$ cat src/rtl/lsu_pkg.sv
// Shared types, funct3 encodings and access-size decoding for the rv32i/rv64i load/store unit.
package lsu_pkg;

    typedef enum logic [0:0] {
        IDLE = 1'b0,
        BUSY = 1'b1
    } lsu_state_e;

    localparam logic [2:0] F3_B  = 3'b000;
    localparam logic [2:0] F3_H  = 3'b001;
    localparam logic [2:0] F3_W  = 3'b010;
    localparam logic [2:0] F3_D  = 3'b011;
    localparam logic [2:0] F3_BU = 3'b100;
    localparam logic [2:0] F3_HU = 3'b101;
    localparam logic [2:0] F3_WU = 3'b110;

    // Doubleword encodings collapse to a word access on a 32-bit datapath.
    function automatic logic [3:0] size_bytes(input logic [2:0] funct3, input int data_width);
        logic [3:0] size;
        case (funct3[1:0])
            2'b00:   size = 4'd1;
            2'b01:   size = 4'd2;
            2'b10:   size = 4'd4;
            2'b11:   size = (data_width == 64) ? 4'd8 : 4'd4;
            default: size = 4'd4;
        endcase
        return size;
    endfunction

endpackage

$ cat src/rtl/lsu_align.sv
// Byte-lane datapath: store byte enables and lane shift, load lane shift and sign/zero extension.
module lsu_align
    import lsu_pkg::*;
#(
    parameter int DataWidth = 32,
    parameter int OffW      = $clog2(DataWidth / 8)
) (
    input  logic [3:0]             st_size,
    input  logic [OffW-1:0]        st_offset,
    input  logic [DataWidth-1:0]   store_data,
    output logic [DataWidth/8-1:0] mask,
    output logic [DataWidth-1:0]   wdata,
    input  logic [3:0]             ld_size,
    input  logic                   ld_signed,
    input  logic [OffW-1:0]        ld_offset,
    input  logic [DataWidth-1:0]   rdata,
    output logic [DataWidth-1:0]   load_data
);
    localparam int NB   = DataWidth / 8;
    localparam int IdxW = $clog2(DataWidth);

    logic [DataWidth-1:0] shifted_s;
    logic [6:0]           msb_full_s;
    logic [IdxW-1:0]      msb_idx_s;
    logic                 fill_s;

    assign wdata = store_data << {st_offset, 3'b000};

    // Byte enables cover offset .. offset+size-1.
    always_comb begin
        mask = '0;
        for (int i = 0; i < NB; i++) begin
            if ((i >= int'(st_offset)) && (i < int'(st_offset) + int'(st_size))) begin
                mask[i] = 1'b1;
            end else begin
                mask[i] = 1'b0;
            end
        end
    end

    // Bring the addressed lane down to bit 0, then extend above the access size.
    always_comb begin
        shifted_s  = rdata >> {ld_offset, 3'b000};
        msb_full_s = {ld_size, 3'b000} - 7'd1;
        msb_idx_s  = msb_full_s[IdxW-1:0];
        if (ld_signed) begin
            fill_s = shifted_s[msb_idx_s];
        end else begin
            fill_s = 1'b0;
        end
        load_data = '0;
        for (int i = 0; i < DataWidth; i++) begin
            if (i <= int'(msb_idx_s)) begin
                load_data[i] = shifted_s[i];
            end else begin
                load_data[i] = fill_s;
            end
        end
    end

endmodule

$ cat src/rtl/lsu_mem_if.sv
// Load/store unit: request/valid memory handshake, pipeline stall, timeout abort.
// Optional build macro LSU_MISALIGN_TRAP_EN traps misaligned accesses instead of truncating them.
module lsu_mem_if
    import lsu_pkg::*;
#(
    parameter int DataWidth     = 32,
    parameter int RegAddress    = 5,
    parameter int TimeoutCycles = 16
) (
    input  logic                   clk,
    input  logic                   rst,
    input  logic                   load,
    input  logic                   store,
    input  logic [2:0]             funct3,
    input  logic [DataWidth-1:0]   address,
    input  logic [DataWidth-1:0]   store_data,
    input  logic [RegAddress-1:0]  rd_in,
    input  logic                   mem_valid,
    input  logic [DataWidth-1:0]   mem_rdata,
    output logic                   mem_request,
    output logic                   mem_we_re,
    output logic [DataWidth/8-1:0] mem_mask,
    output logic [DataWidth-1:0]   mem_address,
    output logic [DataWidth-1:0]   mem_wdata,
    output logic                   stall,
    output logic                   wb_valid,
    output logic [RegAddress-1:0]  wb_rd,
    output logic [DataWidth-1:0]   wb_data,
    output logic                   bus_error,
    output logic                   misaligned
);
    localparam int NB   = DataWidth / 8;
    localparam int OffW = $clog2(NB);
    localparam int CntW = $clog2(TimeoutCycles) + 1;

    lsu_state_e            state_r;
    lsu_state_e            state_s;
    logic [CntW-1:0]       count_r;
    logic [2:0]            funct3_r;
    logic [OffW-1:0]       offset_r;
    logic                  is_load_r;
    logic [RegAddress-1:0] rd_r;

    logic                  strobe_s;
    logic                  mis_s;
    logic                  issue_s;
    logic                  done_s;
    logic                  abort_s;
    logic [3:0]            size_s;
    logic [3:0]            ld_size_s;
    logic [OffW-1:0]       size_m1_s;
    logic [OffW-1:0]       raw_off_s;
    logic [OffW-1:0]       off_s;
    logic                  ld_signed_s;
    logic [NB-1:0]         mask_s;
    logic [DataWidth-1:0]  wdata_s;
    logic [DataWidth-1:0]  load_data_s;

    assign strobe_s    = load | store;
    assign size_s      = size_bytes(funct3, DataWidth);
    assign size_m1_s   = OffW'(size_s - 4'd1);
    assign raw_off_s   = address[OffW-1:0];
    assign ld_size_s   = size_bytes(funct3_r, DataWidth);
    assign ld_signed_s = ~funct3_r[2];

`ifdef LSU_MISALIGN_TRAP_EN
    assign off_s = raw_off_s;
    assign mis_s = |(raw_off_s & size_m1_s);
`else
    // Without the trap, the low offset bits below the access size are simply dropped.
    assign off_s = raw_off_s & ~size_m1_s;
    assign mis_s = 1'b0;
`endif

    lsu_align #(
        .DataWidth (DataWidth)
    ) u_align (
        .st_size    (size_s),
        .st_offset  (off_s),
        .store_data (store_data),
        .mask       (mask_s),
        .wdata      (wdata_s),
        .ld_size    (ld_size_s),
        .ld_signed  (ld_signed_s),
        .ld_offset  (offset_r),
        .rdata      (mem_rdata),
        .load_data  (load_data_s)
    );

    // State register.
    always_ff @(posedge clk) begin
        if (!rst) begin
            state_r <= IDLE;
        end else begin
            state_r <= state_s;
        end
    end

    // Next-state logic.
    always_comb begin
        state_s = state_r;
        case (state_r)
            IDLE: begin
                if (issue_s) begin
                    state_s = BUSY;
                end else begin
                    state_s = IDLE;
                end
            end
            BUSY: begin
                if (done_s | abort_s) begin
                    state_s = IDLE;
                end else begin
                    state_s = BUSY;
                end
            end
            default: state_s = IDLE;
        endcase
    end

    // Handshake decode; mem_valid takes priority over the timeout in the same cycle.
    always_comb begin
        issue_s = 1'b0;
        done_s  = 1'b0;
        abort_s = 1'b0;
        stall   = 1'b0;
        case (state_r)
            IDLE: begin
                issue_s = strobe_s & ~mis_s;
                stall   = strobe_s & ~mis_s;
            end
            BUSY: begin
                done_s  = mem_valid;
                abort_s = ~mem_valid & (count_r == CntW'(TimeoutCycles - 1));
                stall   = 1'b1;
            end
            default: begin
                stall = 1'b0;
            end
        endcase
    end

    // Timeout counter: cleared on issue, counts BUSY cycles without completion.
    always_ff @(posedge clk) begin
        if (!rst) begin
            count_r <= '0;
        end else if (issue_s) begin
            count_r <= '0;
        end else if ((state_r == BUSY) && !mem_valid) begin
            count_r <= count_r + CntW'(1);
        end else begin
            count_r <= count_r;
        end
    end

    // Transaction context needed when the load data returns.
    always_ff @(posedge clk) begin
        if (!rst) begin
            funct3_r  <= 3'b000;
            offset_r  <= '0;
            is_load_r <= 1'b0;
            rd_r      <= '0;
        end else if (issue_s) begin
            funct3_r  <= funct3;
            offset_r  <= off_s;
            is_load_r <= load;
            rd_r      <= rd_in;
        end else begin
            funct3_r  <= funct3_r;
            offset_r  <= offset_r;
            is_load_r <= is_load_r;
            rd_r      <= rd_r;
        end
    end

    // Memory-side outputs stay stable for the whole BUSY period.
    always_ff @(posedge clk) begin
        if (!rst) begin
            mem_request <= 1'b0;
            mem_we_re   <= 1'b0;
            mem_mask    <= '0;
            mem_address <= '0;
            mem_wdata   <= '0;
        end else if (issue_s) begin
            mem_request <= 1'b1;
            mem_we_re   <= ~load;
            mem_mask    <= mask_s;
            mem_address <= {address[DataWidth-1:OffW], {OffW{1'b0}}};
            mem_wdata   <= wdata_s;
        end else if (done_s | abort_s) begin
            mem_request <= 1'b0;
        end else begin
            mem_request <= mem_request;
        end
    end

    // Writeback and error pulses.
    always_ff @(posedge clk) begin
        if (!rst) begin
            wb_valid  <= 1'b0;
            wb_rd     <= '0;
            wb_data   <= '0;
            bus_error <= 1'b0;
        end else begin
            wb_valid  <= done_s & is_load_r;
            bus_error <= abort_s;
            if (done_s & is_load_r) begin
                wb_rd   <= rd_r;
                wb_data <= load_data_s;
            end else begin
                wb_rd   <= wb_rd;
                wb_data <= wb_data;
            end
        end
    end

`ifdef LSU_MISALIGN_TRAP_EN
    // Misalignment pulse for a strobe that was refused in IDLE.
    always_ff @(posedge clk) begin
        if (!rst) begin
            misaligned <= 1'b0;
        end else begin
            misaligned <= (state_r == IDLE) & strobe_s & mis_s;
        end
    end
`else
    assign misaligned = 1'b0;
`endif

endmodule
$ cat config.mk
export PLATFORM = sky130hd
export DESIGN_NAME = lsu_mem_if
export DESIGN_NICKNAME = d
export VERILOG_FILES = /design/src/rtl/lsu_pkg.sv /design/src/rtl/lsu_align.sv /design/src/rtl/lsu_mem_if.sv
export SDC_FILE = /design/constraint.sdc
export NUM_CORES = 1
export LEC_CHECK = 0
export BUFFER_PORTS_ARGS = -buffer_cell sky130_fd_sc_hd__buf_2
export CORE_ASPECT_RATIO = 1.2
export CORE_MARGIN = 3
export CORE_UTILIZATION = 45
export DETAILED_ROUTE_END_ITERATION = 6
export PLACE_DENSITY = 0.77
export SLEW_MARGIN = 10
export SYNTH_ARGS = -nofsm -noshare
export SYNTH_HDL_FRONTEND = slang
export SYNTH_SLANG_ARGS = --single-unit
$ cat constraint.sdc
create_clock -name clk -period 1.65 [get_ports clk]
set_input_delay 0.0825 -clock clk [delete_from_list [all_inputs] [get_ports clk]]
set_output_delay 0.0825 -clock clk [all_outputs]
set_load 0.05 [all_outputs]
==> key figures, run 1 <==
Status
  • Status: finished clean

Placement
  • Buffers on Ports: 216
  • Area after DPL: just over 7000 sq um
  • DP HPWL: 12,410 um
  • Placed cell count: 1,006
  • Final GP Congestion: 0.8647

Floorplanning
  • DIE AREA: 14,260 sq um
  • Initial Util: 0.4693
  • Die height: 130.2 um
  • Die X: 109.5 um
  • CORE AREA: 12,330 sq um
  • I/O pin count: 220
  • Row count: 44

Setup path
  • CP Capture Type: flip-flop
  • Max FO, Critical Path: 7
  • RR Startpoint: offset_r[0]
  • CP Launch Type: flip-flop
  • Req. time, crit path: about 2000 ps
  • Critical Path Start: offset_r[0]
  • CP Class: flip-flop to flip-flop
  • Arr. time, crit path: 1830 ps

Layout
  • Nets@finish: 1,027
  • Final cell count without fillers: ~1,100
  • Most frequent cells in the layout: buf_2 (216), nand2_1 (131), dfxtp_1 (122), a21boi_0 (56), o21ai_0 (52)
  • Share of layout cells above drive strength 1: 0.3362
  • Design area: 8229 sq um
  • # diodes: 0
  • Area of the multi-input gates: 3074 sq um
  • Layout fillers: 1,004
  • Area Overhead vs Synth: 42.21%
  • Sequential Area: 2485 sq um
  • Commonest non-fill, non-tap cell in the layout: buf_2

Yosys
  • Main synth FF type: dfxtp_1
  • Leading area contributor after synthesis: dfxtp_1
  • Share of the synthesized area in the top cell type: 0.4290
  • Post-synthesis cell type count: 54
  • Warnings, synthesis: 0
  • Avg Cell Area, Syn: 8.903 sq um
  • #FFs+latches synth: about 120
  • Sequential area share after synthesis: 0.4290
  • EDFF count, synth: 0
  • Area contributors post-synth: dfxtp_1 (43%), nand2_1 (8.5%), mux2i_1 (8.3%)
  • Asr flop ratio synth: 0
  • Post-Syn Instances: 650
  • Cell Area, Synth: 5787 sq um

Timing
  • Final setup vio count: 0
  • Fin. max-slew vios: 0
  • Total negative slack: 0 ps
  • Final period util: 0.9295
  • Final clock skew: 10.54 ps
  • Fin crit period: 1534 ps
  • WHS: 20.36 ps
  • Worst-Margin Slew: 627.8 ps
  • Final hold viol count: 0
  • RSZ-0062 raised after global routing: no
  • Max_slew headroom: 0.5799
  • Fmax: roughly 650 MHz

Global routing
  • Vias in the first global route: about 5,500
  • Top Usage Layer GRT: met2
  • First-pass GRT wire length: between 20,000 and 30,000 um
  • Largest net degree at the start of global routing: 44
  • Grt met1 use: 0.2900
  • Met3 Resource Use GR: 0.08263
  • Met2 Resource Use GR: 0.4240
  • Total GRT Usage: 0.2482
  • Congestion Overflow GR: 0
  • Initial antenna violation count: 0

Clock network
  • H-tree depth reported by CTS: 4
  • TritonCTS Buffers: 17
  • Clk sinks: 124
  • CTS root buf: clkbuf_16
  • CTS tree: done
  • Register clock-pin slew on the reported worst setup and hold paths: 60 ps
  • Clock Latency Late Sink: roughly 410 ps
  • Setup bufs post-CTS: 0
  • Clock buffer depth: 2

Route
  • Routed len/inst: 16.74 um
  • Avg Vias per Cell: between 5 and 6
  • Drt total wl: 18,230 um
  • DRC: 0
  • TritonRoute pass-1 iters: 5
  • Via count: 5,790
  • Routed Antenna Nets: 0
  • Number of DRC markers in iteration 0: 329

Power
  • Maximum vdd drop: 0.7230 mV
  • Leakage: 0.003784 uW
  • PwrDens: 1099 nW/um^2

Worst hold path
  • Hold Crit Start: store_data[11]
  • Min-Delay Path Class: input port to flip-flop

Flow run
  • Max cap viols: 0
worst max-delay path, stage by stage, from the launching register on:
cell and delay [ps]:
dfxtp_2 380, mux4_2 560, nand2b_1 150, a21boi_4 100, a22o_1 230
cell usage after synthesis (all sizes together), types with 2 or more instances:
cell type	number
xor2	2
nand2b	6
o21ai	61
or3	11
a2bb2oi	8
ha	3
a211oi	4
a21boi	64
a21o	7
dfxtp	124
nor3b	2
inv	2
buf	30
o21bai	2
mux2i	49
a21oi	11
a22o	16
clkbuf	25
and3	3
nand3	12
and2	4
nand2	132
o211a	9
o21a	9
nor2b	6
xnor2	2
o31ai	7
a31oi	9
nor2	22
cell families after synthesis:
| kind of cell | synth area share |
|---|---|
| mux | 0.09254 |
| xor+xnor | 0.006055 |
| other cells | 0.0006480 |
| fa+ha+maj | 0.006487 |
| flops | 0.4290 |
| simple gates | 0.1561 |
| buf+inv | 0.05362 |
| compound gates | 0.2556 |
path summary, 6_finish.rpt:
path | endpoint | slack, ps | cells past startpoint
worst max-delay path | wb_data[14] | 120 | 4
worst min-delay path | mem_wdata[11] | 20 | 3
worst max register to register | wb_data[14] | 120 | 4
worst min register to register | mem_wdata[8] | 450 | 2
flip-flops by register name, indices dropped and copies added (netlist names), 3 cells and up:
name         count
mem_wdata       32
mem_address     30
funct3_r         3
mem_mask         4
wb_data         32
count_r          5
rd_r             5
wb_rd            5
metal layers:
layer | up-vias | routed length, um
li1 | 2804 | -
met1 | 2676 | 7359
met2 | 269 | 8784
met3 | 41 | 1517
met4 | 0 | 564
met5 | - | 0
cell type report:
| class | count | area share |
|---|---|---|
| Sequential cell | 124 | 0.3020 |
| Tap cell | 161 | 0.02448 |
| Timing Repair Buffer | 298 | 0.2259 |
| Inverter | 3 | 0.001368 |
| Clock inverter | 14 | 0.01931 |
| Multi-Input combinational cell | 471 | 0.3736 |
| Clock buffer | 18 | 0.05337 |
repair_timing:
| action | CTS | global route |
|---|---|---|
| hold buffers | 50 | 0 |
| hold endpoints to repair | 49 | 0 |
| gates cloned | 0 | 1 |
| pin swaps | 0 | 1 |
| gates resized for setup | 1 | 10 |
| endpoints found under the setup margin | 1 | 36 |
per-stage QoR:
step,utilization,total power [uW],worst slack (ps)
4_1_cts,0.6628,9040,12.57
3_5_place_dp,0.5741,5204,5.304
3_3_place_gp,0.5741,5185,68.04
5_1_grt,0.6673,9378,30.26
6_report,0.6673,9044,116.3
2_1_floorplan,-,4673,16.40
power breakdown:
part           leakage (uW)  total, uW  switching, uW  internal, uW
Combinational       0.00249       1980           1330           655
Clock              0.000277       3750           1460          2290
Sequential          0.00102       3310            114          3200
No activity file was read; power rests on OpenSTA's default activity.
==> inputs of run 2 (changes only) <==
==> constraint.sdc (replaced) <==
create_clock -name clk -period 1.65 [get_ports clk]
set_input_delay 0 -clock clk [delete_from_list [all_inputs] [get_ports clk]]
set_output_delay 0 -clock clk [all_outputs]
set_load 0.05 [all_outputs]
==> key figures, run 2 (synthesis results as in run 1) <==
Power
  • Clock share of power: 0.416 (about the same)
  • Combinational fraction of design power: 0.221 (+0.002)
  • Leakage: 0.003856 uW (+1.9%)
  • Part of the power in registers: 0.363 (-0.003)
  • PwrDens: 1090 nW/um^2 (-0.82%)
  • Internal power: 6337 uW (+3.2%)
  • Sw power: 2773 uW (-4.5%)
  • Maximum vdd drop: 0.7785 mV (+7.7%)
  • Switch share: 0.3044 (-0.01666)

Layout
  • Design area: 8358 sq um (+1.6%)
  • Share of layout cells above drive strength 1: 0.3256 (-0.01065)
  • Top flop regs: mem_wdata: 32 flops, wb_data: 32 flops, mem_address: 30 flops
  • Commonest non-fill, non-tap cell in the layout: buf_2
  • Area Overhead vs Synth: 44.43%
  • Layout fillers: 1,001 (-0.30%)
  • # diodes: 0 (unchanged)
  • Final Util: 0.6778 (+0.01045)
  • Most frequent cells in the layout: buf_2 (215), nand2_1 (131), dfxtp_1 (123), dlygate4sd3_1 (66), a21boi_0 (56)
  • Nets@finish: 1,042 (+1.5%)

Clock network
  • Clock buffer depth: 2 (unchanged)
  • Clk sinks: 124 (unchanged)
  • H-tree depth reported by CTS: 4 (unchanged)
  • Clock Latency Late Sink: 410 ps (about the same)
  • CTS tree: done
  • TritonCTS Buffers: 17 (unchanged)
  • Register clock-pin slew on the reported worst setup and hold paths: 50 ps (about the same)
  • CTS root buf: clkbuf_16

Floorplanning
  • CORE AREA: 12,330 sq um (unchanged)
  • Die X: 109.5 um (unchanged)
  • Die height: 130.2 um (unchanged)
  • Initial Util: 0.4693 (unchanged)
  • DIE AREA: 14,260 sq um (unchanged)
  • I/O pin count: 220 (unchanged)
  • Row count: 44 (unchanged)

Setup path
  • CP Capture Type: flip-flop
  • Req. time, crit path: 1980 ps (+30 ps)
  • Max FO, Critical Path: 9 (+2)
  • CP Launch Type: input port
  • RR Startpoint: offset_r[0]
  • Reg-to-Reg End: wb_data[22]
  • CP Class: input port to flip-flop
  • R2R depth: 7 (+3)
  • Arr. time, crit path: 1900 ps (+70 ps)
  • FF-to-FF setup slack: 100 ps (-20 ps)

Global routing
  • First-pass GRT wire length: 28,540 um (+3.1%)
  • Top Usage Layer GRT: met2
  • Vias in the first global route: 5,680 (+3.1%)
  • Total GRT Usage: 0.2535 (+0.005318)
  • Grt met1 use: 0.2923 (+0.002241)
  • Largest net degree at the start of global routing: 47 (+6.8%)
  • Initial antenna violation count: 0 (unchanged)
  • Met3 Resource Use GR: 0.07571 (-0.006927)
  • Congestion Overflow GR: 0 (unchanged)
  • Met2 Resource Use GR: 0.4452 (+0.02120)

Placement
  • Area after DPL: 7042 sq um (-0.53%)
  • DP HPWL: 12,300 um (-0.91%)
  • Pre-CTS setup slack: 18.16 ps (+12.85 ps)
  • Final GP Congestion: 0.8287 (-4.2%)
  • Buffers on Ports: 216 (unchanged)

Route
  • Drt total wl: 18,300 um (+0.40%)
  • TritonRoute pass-1 iters: 5 (unchanged)
  • DRC: 0 (unchanged)
  • Via count: 5,783 (-0.12%)
  • Routed len/inst: 16.57 um (-0.97%)
  • Routed Antenna Nets: 0 (unchanged)
  • Avg Vias per Cell: 5.238 (-1.5%)
  • Number of DRC markers in iteration 0: 245 (-26%)

Status
  • Status: finished clean

Timing
  • Final hold viol count: 0 (unchanged)
  • PnR worst setup slack: 87.83 ps (-28.51 ps)
  • Fin. max-slew vios: 0 (unchanged)
  • Fin crit period: 1562 ps (+28.51 ps)
  • Total negative slack: 0 ps (unchanged)
  • Final setup vio count: 0 (unchanged)
  • Fmax: 640.1 MHz (-1.8%)
  • Final period util: 0.9468 (+0.01728)
  • Final clock skew: 6.966 ps (-3.572 ps)
  • WHS: 21.06 ps (+0.6939 ps)

Worst hold path
  • Min-Delay Path Class: input port to flip-flop
  • Hold Crit Start: mem_valid
  • Cells on Worst Hold Path: 4 (+1)
  • Hold Path End: mem_request

Flow run
  • Max cap viols: 0 (unchanged)
[run 2: changes by cell type in the layout (fill, tap and decap cells not counted), moves of 2 or more]
| cell | before | now |
|---|---|---|
| mux2i_1 | 46 | 48 |
| clkinvlp_4 | 5 | 2 |
| clkinv_2 | 0 | 4 |
| dlygate4sd3_1 | 50 | 66 |
| clkbuf_1 | 0 | 2 |
| inv_6 | 5 | 0 |
[run 2: worst max-delay path by stage]
stage / startpoint / to / slack, ps / depth (start not counted)
floorplan: funct3[0] / mem_mask[0] / 2 / 8
global placement: offset_r[0] / wb_data[14] / 80 / 4
detailed placement: offset_r[0] / wb_data[24] / 20 / 6
CTS: offset_r[0] / wb_data[14] / 10 / 4
global route: funct3[1] / mem_mask[2] / -6 / 8
finish: funct3[1] / mem_mask[2] / 90 / 8
[run 2: layout make-up]
class                   instances  area (sq um)  share of cell area
clock inverters                11         142.6             0.01707
clock buffers                  21         460.4             0.05509
flip-flops and latches        124          2484              0.2972
inverters                       3         11.26            0.001347
multi-input cells             470          3020              0.3614
repair buffers                314          2038              0.2439
well taps                     161         201.4             0.02410
[run 2: metal layers]
layer | wire length, um | up-vias | part of all wire
li1 | - | 2827 | -
met1 | 7173 | 2695 | 0.39
met2 | 9332 | 230 | 0.51
met3 | 1422 | 31 | 0.078
met4 | 369 | 0 | 0.020
met5 | 0 | - | 0
[run 2: critical path, cell delays in order]
cell and delay (ps):
dlygate4sd3_1 550, buf_4 180, nor3b_4 220, ha_2 270, nor2b_1 160, a211oi_1 60
a221o_1 320, a21boi_0 130
[run 2: per-stage QoR]
stage | instances | total power (uW)
final | 1104 | 9110
after global routing | 1104 | 9458
after CTS | 1099 | 9094
after detailed placement | 1001 | 5200
after global placement | 1001 | 5177
after floorplan | 652 | 4668
[run 2: repair_timing]
item | in CTS | in global routing
buffers inserted | 0 | 5
hold buffers | 66 | 0
endpoints found under the setup margin | 0 | 41
endpoints found under the hold margin | 72 | 0
gates resized for setup | 0 | 10
[run 2: power groups by stage]
stage | Sequential [uW] | Combinational, uW | Clock, uW
finish | 3300 | 2010 | 3790
global route | 3330 | 2150 | 3980
floorplan | 3960 | 704 | 0
detailed placement | 3360 | 1840 | 0
CTS | 3300 | 1960 | 3830
global placement | 3360 | 1820 | 0
